`src/rtl/ptp_pkg.sv`:
```
// Shared definitions for the PTP transmit scheduler: message codes, FSM
// state encoding and a constant-friendly clog2.
package ptp_pkg;

  typedef enum logic [2:0] {
    MSG_ANNOUNCE       = 3'd0,
    MSG_SYNC           = 3'd1,
    MSG_FOLLOW_UP      = 3'd2,
    MSG_PDELAY_REQ     = 3'd3,
    MSG_PDELAY_RESP    = 3'd4,
    MSG_PDELAY_RESP_FU = 3'd5
  } msg_type_e;

  typedef enum logic [1:0] {
    ST_IDLE = 2'd0,
    ST_SEND = 2'd1,
    ST_ACK  = 2'd2,
    ST_GAP  = 2'd3
  } state_e;

  localparam int REQ_NUM = 6;

  function automatic int clog2(input int v);
    int r;
    r = 0;
    for (int i = 0; i < 31; i++) begin
      if ((1 << i) < v) r = i + 1;
    end
    return r;
  endfunction

endpackage

```
`src/rtl/ptp_lsb_index.sv`:
```
// Combinational lowest-set-bit encoder with a nonzero flag; the index is 0
// when the vector is empty.
module ptp_lsb_index #(
  parameter int W     = 8,
  parameter int IDX_W = 3
) (
  input  logic [W-1:0]     vec_i,
  output logic [IDX_W-1:0] idx_o,
  output logic             nz_o
);

  always_comb begin
    idx_o = '0;
    nz_o  = 1'b0;
    for (int i = W - 1; i >= 0; i--) begin
      if (vec_i[i]) begin
        idx_o = IDX_W'(i);
        nz_o  = 1'b1;
      end
    end
  end

endmodule

```
`src/rtl/ptp_tx_msg_sched.sv`:
```
// Serialises the six PTP message requests into single-port transmit
// commands, with a per-command watchdog and a one-cycle ack per request.
module ptp_tx_msg_sched
  import ptp_pkg::*;
#(
  parameter int PORT_NUM       = 8,
  parameter int PORT_NUM_WIDTH = clog2(PORT_NUM),
  parameter int TIMEOUT_CYC    = 1024,
  parameter int TO_WIDTH       = clog2(TIMEOUT_CYC + 1)
) (
  input  logic                      i_clk,
  input  logic                      i_rst,
  input  logic                      i_announce_req,
  input  logic                      i_sync_req,
  input  logic                      i_follow_up_req,
  input  logic                      i_pdelayreq_req,
  input  logic                      i_pdelayresp_req,
  input  logic                      i_pdelayresp_fw_req,
  input  logic [PORT_NUM-1:0]       i_announce_port,
  input  logic [PORT_NUM-1:0]       i_sync_port,
  input  logic [PORT_NUM-1:0]       i_follow_up_port,
  input  logic [PORT_NUM-1:0]       i_pdelay_req_port,
  input  logic [PORT_NUM-1:0]       i_pdelay_resp_port,
  input  logic [PORT_NUM-1:0]       i_pdelay_resp_fu_port,
  output logic                      o_announce_ack,
  output logic                      o_sync_ack,
  output logic                      o_follow_up_ack,
  output logic                      o_pdelayreq_ack,
  output logic                      o_pdelayresp_ack,
  output logic                      o_pdelayresp_fw_ack,
  output logic                      o_tx_valid,
  output logic [2:0]                o_tx_msg_type,
  output logic [PORT_NUM_WIDTH-1:0] o_tx_port,
  input  logic                      i_tx_ready,
  output logic                      o_drop_pulse,
  output logic [15:0]               o_drop_cnt
);

  state_e                state_q, state_d;
  msg_type_e             type_q, type_d, win_type;
  logic [PORT_NUM-1:0]   vec_q, vec_d, win_vec;
  logic [TO_WIDTH-1:0]   wdog_q, wdog_d;
  logic                  drop_pulse_q, drop_pulse_d;
  logic [15:0]           drop_cnt_q, drop_cnt_d;

  logic [REQ_NUM-1:0]    req_prio;
  logic [2:0]            req_idx;
  logic                  req_nz;
  logic [PORT_NUM_WIDTH-1:0] port_idx;
  logic                  port_nz;
  logic                  hs, timeout;

  // Bit 0 is the highest priority: lowest-set-bit search doubles as arbiter.
  assign req_prio = {i_announce_req, i_pdelayreq_req, i_follow_up_req,
                     i_sync_req, i_pdelayresp_fw_req, i_pdelayresp_req};

  ptp_lsb_index #(.W(REQ_NUM), .IDX_W(3)) u_arb (
    .vec_i (req_prio),
    .idx_o (req_idx),
    .nz_o  (req_nz)
  );

  ptp_lsb_index #(.W(PORT_NUM), .IDX_W(PORT_NUM_WIDTH)) u_port (
    .vec_i (vec_q),
    .idx_o (port_idx),
    .nz_o  (port_nz)
  );

  always_comb begin
    case (req_idx)
      3'd0:    begin win_type = MSG_PDELAY_RESP;    win_vec = i_pdelay_resp_port;    end
      3'd1:    begin win_type = MSG_PDELAY_RESP_FU; win_vec = i_pdelay_resp_fu_port; end
      3'd2:    begin win_type = MSG_SYNC;           win_vec = i_sync_port;           end
      3'd3:    begin win_type = MSG_FOLLOW_UP;      win_vec = i_follow_up_port;      end
      3'd4:    begin win_type = MSG_PDELAY_REQ;     win_vec = i_pdelay_req_port;     end
      default: begin win_type = MSG_ANNOUNCE;       win_vec = i_announce_port;       end
    endcase
  end

  assign o_tx_valid = (state_q == ST_SEND) && port_nz;
  assign hs         = o_tx_valid && i_tx_ready;
  // A handshake in the expiry cycle wins over the drop.
  assign timeout    = o_tx_valid && !i_tx_ready &&
                      (wdog_q == TO_WIDTH'(TIMEOUT_CYC - 1));

  always_comb begin
    state_d      = state_q;
    type_d       = type_q;
    vec_d        = vec_q;
    wdog_d       = wdog_q;
    drop_pulse_d = 1'b0;
    drop_cnt_d   = drop_cnt_q;
    case (state_q)
      ST_IDLE: begin
        if (req_nz) begin
          type_d  = win_type;
          vec_d   = win_vec;
          wdog_d  = '0;
          state_d = ST_SEND;
        end
      end
      ST_SEND: begin
        if (hs || timeout) begin
          vec_d  = vec_q & (vec_q - PORT_NUM'(1));
          wdog_d = '0;
          if (timeout) begin
            drop_pulse_d = 1'b1;
            if (drop_cnt_q != 16'hFFFF) drop_cnt_d = drop_cnt_q + 16'd1;
          end
        end else if (o_tx_valid) begin
          wdog_d = wdog_q + TO_WIDTH'(1);
        end
        if (vec_d == '0) state_d = ST_ACK;
      end
      ST_ACK:  state_d = ST_GAP;
      ST_GAP:  state_d = ST_IDLE;
      default: state_d = ST_IDLE;
    endcase
  end

  always_ff @(posedge i_clk or negedge i_rst) begin
    if (!i_rst) begin
      state_q      <= ST_IDLE;
      type_q       <= MSG_ANNOUNCE;
      vec_q        <= '0;
      wdog_q       <= '0;
      drop_pulse_q <= 1'b0;
      drop_cnt_q   <= '0;
    end else begin
      state_q      <= state_d;
      type_q       <= type_d;
      vec_q        <= vec_d;
      wdog_q       <= wdog_d;
      drop_pulse_q <= drop_pulse_d;
      drop_cnt_q   <= drop_cnt_d;
    end
  end

  assign o_tx_msg_type       = type_q;
  assign o_tx_port           = port_idx;
  assign o_drop_pulse        = drop_pulse_q;
  assign o_drop_cnt          = drop_cnt_q;
  assign o_announce_ack      = (state_q == ST_ACK) && (type_q == MSG_ANNOUNCE);
  assign o_sync_ack          = (state_q == ST_ACK) && (type_q == MSG_SYNC);
  assign o_follow_up_ack     = (state_q == ST_ACK) && (type_q == MSG_FOLLOW_UP);
  assign o_pdelayreq_ack     = (state_q == ST_ACK) && (type_q == MSG_PDELAY_REQ);
  assign o_pdelayresp_ack    = (state_q == ST_ACK) && (type_q == MSG_PDELAY_RESP);
  assign o_pdelayresp_fw_ack = (state_q == ST_ACK) && (type_q == MSG_PDELAY_RESP_FU);

endmodule

```
`config.mk`:
```
export PLATFORM = sky130hd
export DESIGN_NAME = ptp_tx_msg_sched
export DESIGN_NICKNAME = d
export VERILOG_FILES = /design/src/rtl/ptp_pkg.sv /design/src/rtl/ptp_lsb_index.sv /design/src/rtl/ptp_tx_msg_sched.sv
export SDC_FILE = /design/constraint.sdc
export NUM_CORES = 1
export LEC_CHECK = 0
export BUFFER_PORTS_ARGS = -buffer_cell sky130_fd_sc_hd__buf_2
export CORE_MARGIN = 3
export CORE_UTILIZATION = 51
export CTS_CLUSTER_DIAMETER = 40
export DETAILED_ROUTE_END_ITERATION = 7
export GPL_TIMING_DRIVEN = 0
export PLACE_DENSITY = 0.85
export SYNTH_ARGS = -nofsm -noshare
export SYNTH_HDL_FRONTEND = slang
export SYNTH_SLANG_ARGS = --single-unit
```
`constraint.sdc`:
```
create_clock -name i_clk -period 2.55 [get_ports i_clk]
set_input_delay 0.255 -clock i_clk [delete_from_list [all_inputs] [get_ports i_clk]]
set_output_delay 0.255 -clock i_clk [all_outputs]
set_load 0.005 [all_outputs]
```
Word-level counts from Yosys, hierarchy flattened

Cells that the tools add are included.

Bits of input ports: 57
Register bits after elaboration: 41

Add/sub/neg operators: 3
Muxes and demuxes: 44
Reductions and logical operators: 22
Eq/ne operators: 17
Bitwise gates (word level): 1

Operators with widths:

| cell                                                                    | number |
|---|---|
| 3-bit 2-to-1 mux                                                        | 14 |
| 8-bit one-hot mux with 5 select lines                                   | 1 |
| 11-bit 2-to-1 mux                                                       | 3 |
| 8-bit 2-to-1 mux                                                        | 3 |
| 11-bit one-hot mux with 2 select lines                                  | 1 |
| 1-bit 2-to-1 mux                                                        | 17 |
| 16-bit by 1-bit adder with 16-bit output, second input constant         | 1 |
| 16-bit inequality test, second input constant                           | 1 |
| 8-bit one-hot mux with 2 select lines                                   | 1 |
| 3-bit one-hot mux with 5 select lines                                   | 1 |
| 3-bit by 2-bit equality test with 1-bit output, second input constant   | 4 |
| 11-bit by 1-bit adder with 11-bit output, second input constant         | 1 |
| 11-bit by 10-bit equality test with 1-bit output, second input constant | 1 |
| 1-bit logical AND                                                       | 10 |
| 3-bit equality test, second input constant                              | 3 |
| 8-bit bitwise AND                                                       | 1 |
| 8-bit zero test                                                         | 1 |
| 2-bit one-hot mux with 4 select lines                                   | 1 |
| 8-bit by 1-bit subtractor with 8-bit output, second input constant      | 1 |
| 3-bit by 1-bit equality test with 1-bit output, second input constant   | 2 |
| 3-bit zero test                                                         | 2 |
| 2-bit AND reduction                                                     | 3 |
| 2-bit equality test, second input constant                              | 2 |
| 2-bit 2-to-1 mux                                                        | 2 |
| 10 further kinds                                                        | 10 |

Depth between registers and ports, before layout

Depth after elaboration: 17
Mapped depth: 9
Gate-level depth less buffers: 8

Cells and area by module

A second synthesis with hierarchy kept.

Cells, all modules: 331
Area, all modules: 2860.2 µm²

Modules (own cells, without submodules):

| module                  | seq. area each (µm²) | area an instance (µm²) | instances | cells an instance |
|---|---|---|---|---|
| ptp_tx_msg_sched        | 1026.0               | 2722.6                 | 1         | 308 |
| ptp_lsb_index at u_port | 0.0                  | 80.1                   | 1         | 13 |
| ptp_lsb_index at u_arb  | 0.0                  | 57.6                   | 1         | 10 |

Worst setup path after synthesis

OpenSTA, ideal clock, no wires.

Path type: register to register
Start point: reg state_q[1]
End point: reg drop_cnt_q[15] (netlist: o_drop_cnt[15])
Setup time: 0.079 ns
Period minus slack after synthesis: 2.158 ns
Arrival: 2.079 ns
Stages on the path, launching flop included: 9
Setup slack: 0.392 ns
Buffers on the path: 0
Path through: dfrtp_1 inv_1 ha_1 clkinv_1 a211o_1 a211oi_2 nand3b_1 nor2_1 xor2_1

Longest elaborated chain between the ends: 6

Ends and longest elaborated chain:

| item                                               | line                                           | RTL |
|---|---|---|
| start, declared                                    | ptp_tx_msg_sched.sv:39                         | `state_e state_q, state_d;` |
| start signal, assigned                             | ptp_tx_msg_sched.sv:130                        | `state_q <= state_d;` |
| 2-bit by 1-bit equality test with 1-bit output (*) | ptp_tx_msg_sched.sv:80, ptp_tx_msg_sched.sv:93 |  |
| 1-bit logical AND                                  | ptp_tx_msg_sched.sv:80                         | `assign o_tx_valid = (state_q == ST_SEND) && port_nz;` |
| 1-bit logical AND (2 in series)                    | ptp_tx_msg_sched.sv:83                         | `assign timeout = o_tx_valid && !i_tx_ready &&` |
| 1-bit logical OR                                   | ptp_tx_msg_sched.sv:103                        | `if (hs \|\| timeout) begin` |
| 4-bit AND reduction (no source line) (*)           | n/a                                            |  |
| end signal, assigned                               | ptp_tx_msg_sched.sv:135                        | `drop_cnt_q <= drop_cnt_d;` |
| end, declared                                      | ptp_tx_msg_sched.sv:44                         | `logic [15:0] drop_cnt_q, drop_cnt_d;` |

Mark *: on every way between the ends. The rest lies on a longest branch, timed or not.
A chain may end at the register's enable or synchronous reset.

Worst setup path in the final report

Start point: reg vec_q[0]
End point: reg vec_q[7]

Longest elaborated chain between the ends: 8

Ends and longest elaborated chain:

| item                                                                                | line                    | RTL |
|---|---|---|
| start, declared                                                                     | ptp_tx_msg_sched.sv:41  | `logic [PORT_NUM-1:0] vec_q, vec_d, win_vec;` |
| start signal, assigned                                                              | ptp_tx_msg_sched.sv:132 | `vec_q <= vec_d;` |
| branches (longest 5 deep; another with 8-bit by 1-bit subtractor with 8-bit output) | n/a                     |  |
| 8-bit 2-to-1 mux (*)                                                                | ptp_tx_msg_sched.sv:103 |  |
| 8-bit 2-to-1 mux (*)                                                                | ptp_tx_msg_sched.sv:93  | `case (state_q)` |
| 8-bit one-hot mux with 2 select lines (*)                                           | ptp_tx_msg_sched.sv:93  |  |

Mark *: on every way between the ends. The select of a mux whose other input is x is not followed.

==> impl_results.md <==
* Status: finished clean
* # DRC at 0
* Reg2Reg Depth at 6
* Main combinational cell family by area after synthesis: simple AND/OR/NAND/NOR gates
* EDFF count, synth at 0
* Levels on crit path at 6
* Die width at 78.3 um
* Top FF cell, synth: dfrtp_1
* Pre-antenna DRT Iters at 5
* Initial antenna violation count at 0
* Total GRT Usage at a little under a quarter
* Reg2reg end: vec_q[7]
* PwrDens at 804 nW/um2
* Synth Area in Compound Gates at 23.8%
* Post-synthesis xor/xnor area fraction at 4.93%
* I/O Buffers at 86
* CTS clk-pin slew, worst paths at around 80 ps
* Seq pwr share at 32.3%
* Synth Area in Adders at 2.82%
* Initial Util at 54.6%
* Final slew viol count at 0
* Inst Count DP at 461
* Layout area overhead at 25.2%
* RSZ-0062 raised after global routing: no
* Clock share of power at 19.7%
* Gate count of the mapped netlist at 308
* Placer Congestion at 0.918
* Fin. Hold Viols at 0
* Final nets at 467
* Share of cells above drive strength 1 at 28.6%
* Net Sw Frac at 42.4%
* Area share of the largest cell type after synthesis at 38.5%
* Clock Path Buffers at 2
* DR vias/cell at about 6.1
* Reg-to-reg setup timing slack at approximately 140 ps
* Leak at roughly 1.6 nW
* Core ar. at 4880 um2
* CTS Sinks at 41
* Die area at 6120 um2
* DR vias at 2863
* Clk_skew at 5.11 ps
* Non-filler cells, final at 472
* Commonest non-fill, non-tap cell in the layout: buf_2
* Diode count at 0
* Maximum clock frequency at between 400 and 500 MHz
* Ys Warns at 0
* Critical path launch point type: register
* Mean post-synth cell area at 8.64 um2
* CTS H-Tree Depth at 2
* Crit-path max FO at 10
* Worst vdd ir at 0.394 mV
* Final Hold Slack at ~87 ps
* CP endpoint kind: register
* Vias in the first global route at 2679
* Top post-synthesis cells by area: dfrtp_1 39%, nor2_1 5.5%, o21ai_0 5.1%
* Worst path buffer plus inverter count at 1
* Critical Path AT at 2580 ps
* Pin count of the biggest net entering global routing at 42
* Post-synthesis mux area share at 1.60%
* Setup TNS at 0 ps
* Mapped Area at approximately 2700 um2
* Total CTS buffers at 5
* Slowest stage delay, CP at between 600 and 700 ps
* HPWL after DPL at roughly 5400 um
* Clk root buf: clkbuf_8
* Most frequent cells in the layout: 88 x buf_2, 41 x dfrtp_1, 39 x nor2_1
* FFs w/ async S/R, synth at 100%
* Slowest-stage cell, CP: nor4_1
* Comb pwr share at 48.0%
* Site Rows at 25
* Die H at 78.3 um
* Final Cycle Share at 94.6%
* Netlist cell types at 56
* Hold-fix buffers, CTS at 0
* Antenna-violating nets left at 0
* CP top delay family: simple AND/OR/NAND/NOR gates
* Worst path cell trace: buf_2, nor4_1, nand2_1, or3_2, o311ai_0, o21ai_0
* Rel. slew slack at 38.7%
* Simple-Gate Fraction of Synth Area at about a quarter
* Post-route minimum period at 2410 ps
* CTS tree: yes
* Ports at 87
* Skew-Pair Late Insertion Delay at 300 ps
* WS Path Type: register to register
* Cell internal pwr at between 1.5 and 2 mW
* Final WL at 7110 um
* Setup violators final at 0
* Max-Cap Viols at 0
* CP required at between 2000 and 3000 ps
* Hold Crit Class: primary input to async pin
* Syn Nets at 371
* First-pass GRT wire length at 11900 um
* Sequential share of the synthesized area at about two fifths
* Total congestion overflow at 0
* Worst-Margin Slew at 919 ps
* Net Switching at 1.14 mW
* #FFs+latches synth at 41
* Detailed Route Iter0 Violations at 223
* Dominant cell type by area after synthesis: dfrtp_1
* Worst r2r src: vec_q[0]
* Routed len/inst at 15.1 um
[state kept, by name (all words and copies together) (netlist names)]
name           cells
vec_q              8
wdog_q            11
state_q            2
o_tx_msg_type      3
o_drop_cnt        16
o_drop_pulse       1
[worst max path at each step]
stage                     from             end  slack [ps]
CTS                 state_q[1]  o_drop_cnt[15]          60
detailed placement  state_q[1]  o_drop_cnt[15]         -80
finish                vec_q[0]        vec_q[7]         140
floorplan           state_q[1]  o_drop_cnt[15]         390
global placement    state_q[1]  o_drop_cnt[15]          30
global route        state_q[1]   o_drop_cnt[4]          20
[layer usage]
| metal | routed length, um | up-vias | GRT usage (%) |
|---|---|---|---|
| li1 | - | 1358 | - |
| met1 | 2870 | 1340 | 29.4 |
| met2 | 3520 | 142 | 40.2 |
| met3 | 530 | 23 | 4.70 |
| met4 | 185 | 0 | 9.62 |
| met5 | 0 | - | 0 |
[synthesized netlist by cell type (all sizes together), types with 2 or more instances]
cell type and count:
xor2 5, o22ai 4, o41ai 3, mux2 2
inv 8, nor3 11, o311ai 3, a21oi 8
a31o 2, clkbuf 6, or4 2, xnor2 10
and3 8, and4 2, a31oi 4, and3b 2
nor4 4, nand3 16, buf 4, mux2i 2
nor2b 4, o31ai 4, o21ai 30, ha 6
nand2 28, a221oi 6, nand4 9, a211oi 3
dfrtp 41, a22oi 9, nand2b 2, a221o 6
nor2 39, and2 2, or3 2
[timing repair]
| item | 4_1_cts | 5_1_grt |
|---|---|---|
| hold endpoints to repair | 0 | 0 |
| setup endpoints to repair | 4 | 15 |
| resized for setup | 1 | 2 |
| setup buffers | 0 | 3 |
| pin swaps | 0 | 1 |
[power groups by stage]
stage	logic [mW]	registers, mW	clock network, mW
after floorplan	0.882	0.850	0
after global placement	1.20	0.865	0
after detailed placement	1.25	0.872	0
after CTS	1.26	0.862	0.539
after global routing	1.43	0.883	0.562
final	1.29	0.865	0.529
[worst reg2reg max path: cells and delay by family (launching register included)]
family	cells	cell delay [ps]
AO/OA/AOI/OAI	2	450
buffers and inverters	1	180
flip-flops	1	380
AND/OR/NAND/NOR	3	1270
[cell type report]
class | count | area [um2]
Multi-Input combinational cell | 248 | 1570
Clock buffer | 5 | 68.8
Timing Repair Buffer | 89 | 453
Tap cell | 67 | 83.8
Clock inverter | 3 | 46.3
Buffer | 10 | 51.3
Sequential cell | 41 | 1030
Fill cell | 409 | 1550
Inverter | 9 | 36.3
[through the flow]
step,area (um2),util [%],total power [mW],setup slack [ps]
floorplan,2660,-,1.73,392
global placement,3180,65.1,2.07,31.2
detailed placement,3180,65.1,2.12,-77.2
CTS,3300,67.6,2.66,63.3
global route,3330,68.3,2.87,16.5
finish,3330,68.3,2.68,137
[logic make-up after synthesis]
logic type               count (synthesis)
AO/OA/AOI/OAI                           90
XOR/XNOR                                15
adder cells (fa/ha/maj)                  6
buffers and inverters                   19
flip-flops                              41
multiplexers                             4
AND/OR/NAND/NOR                        133
Power figures use the tool's default switching activity.
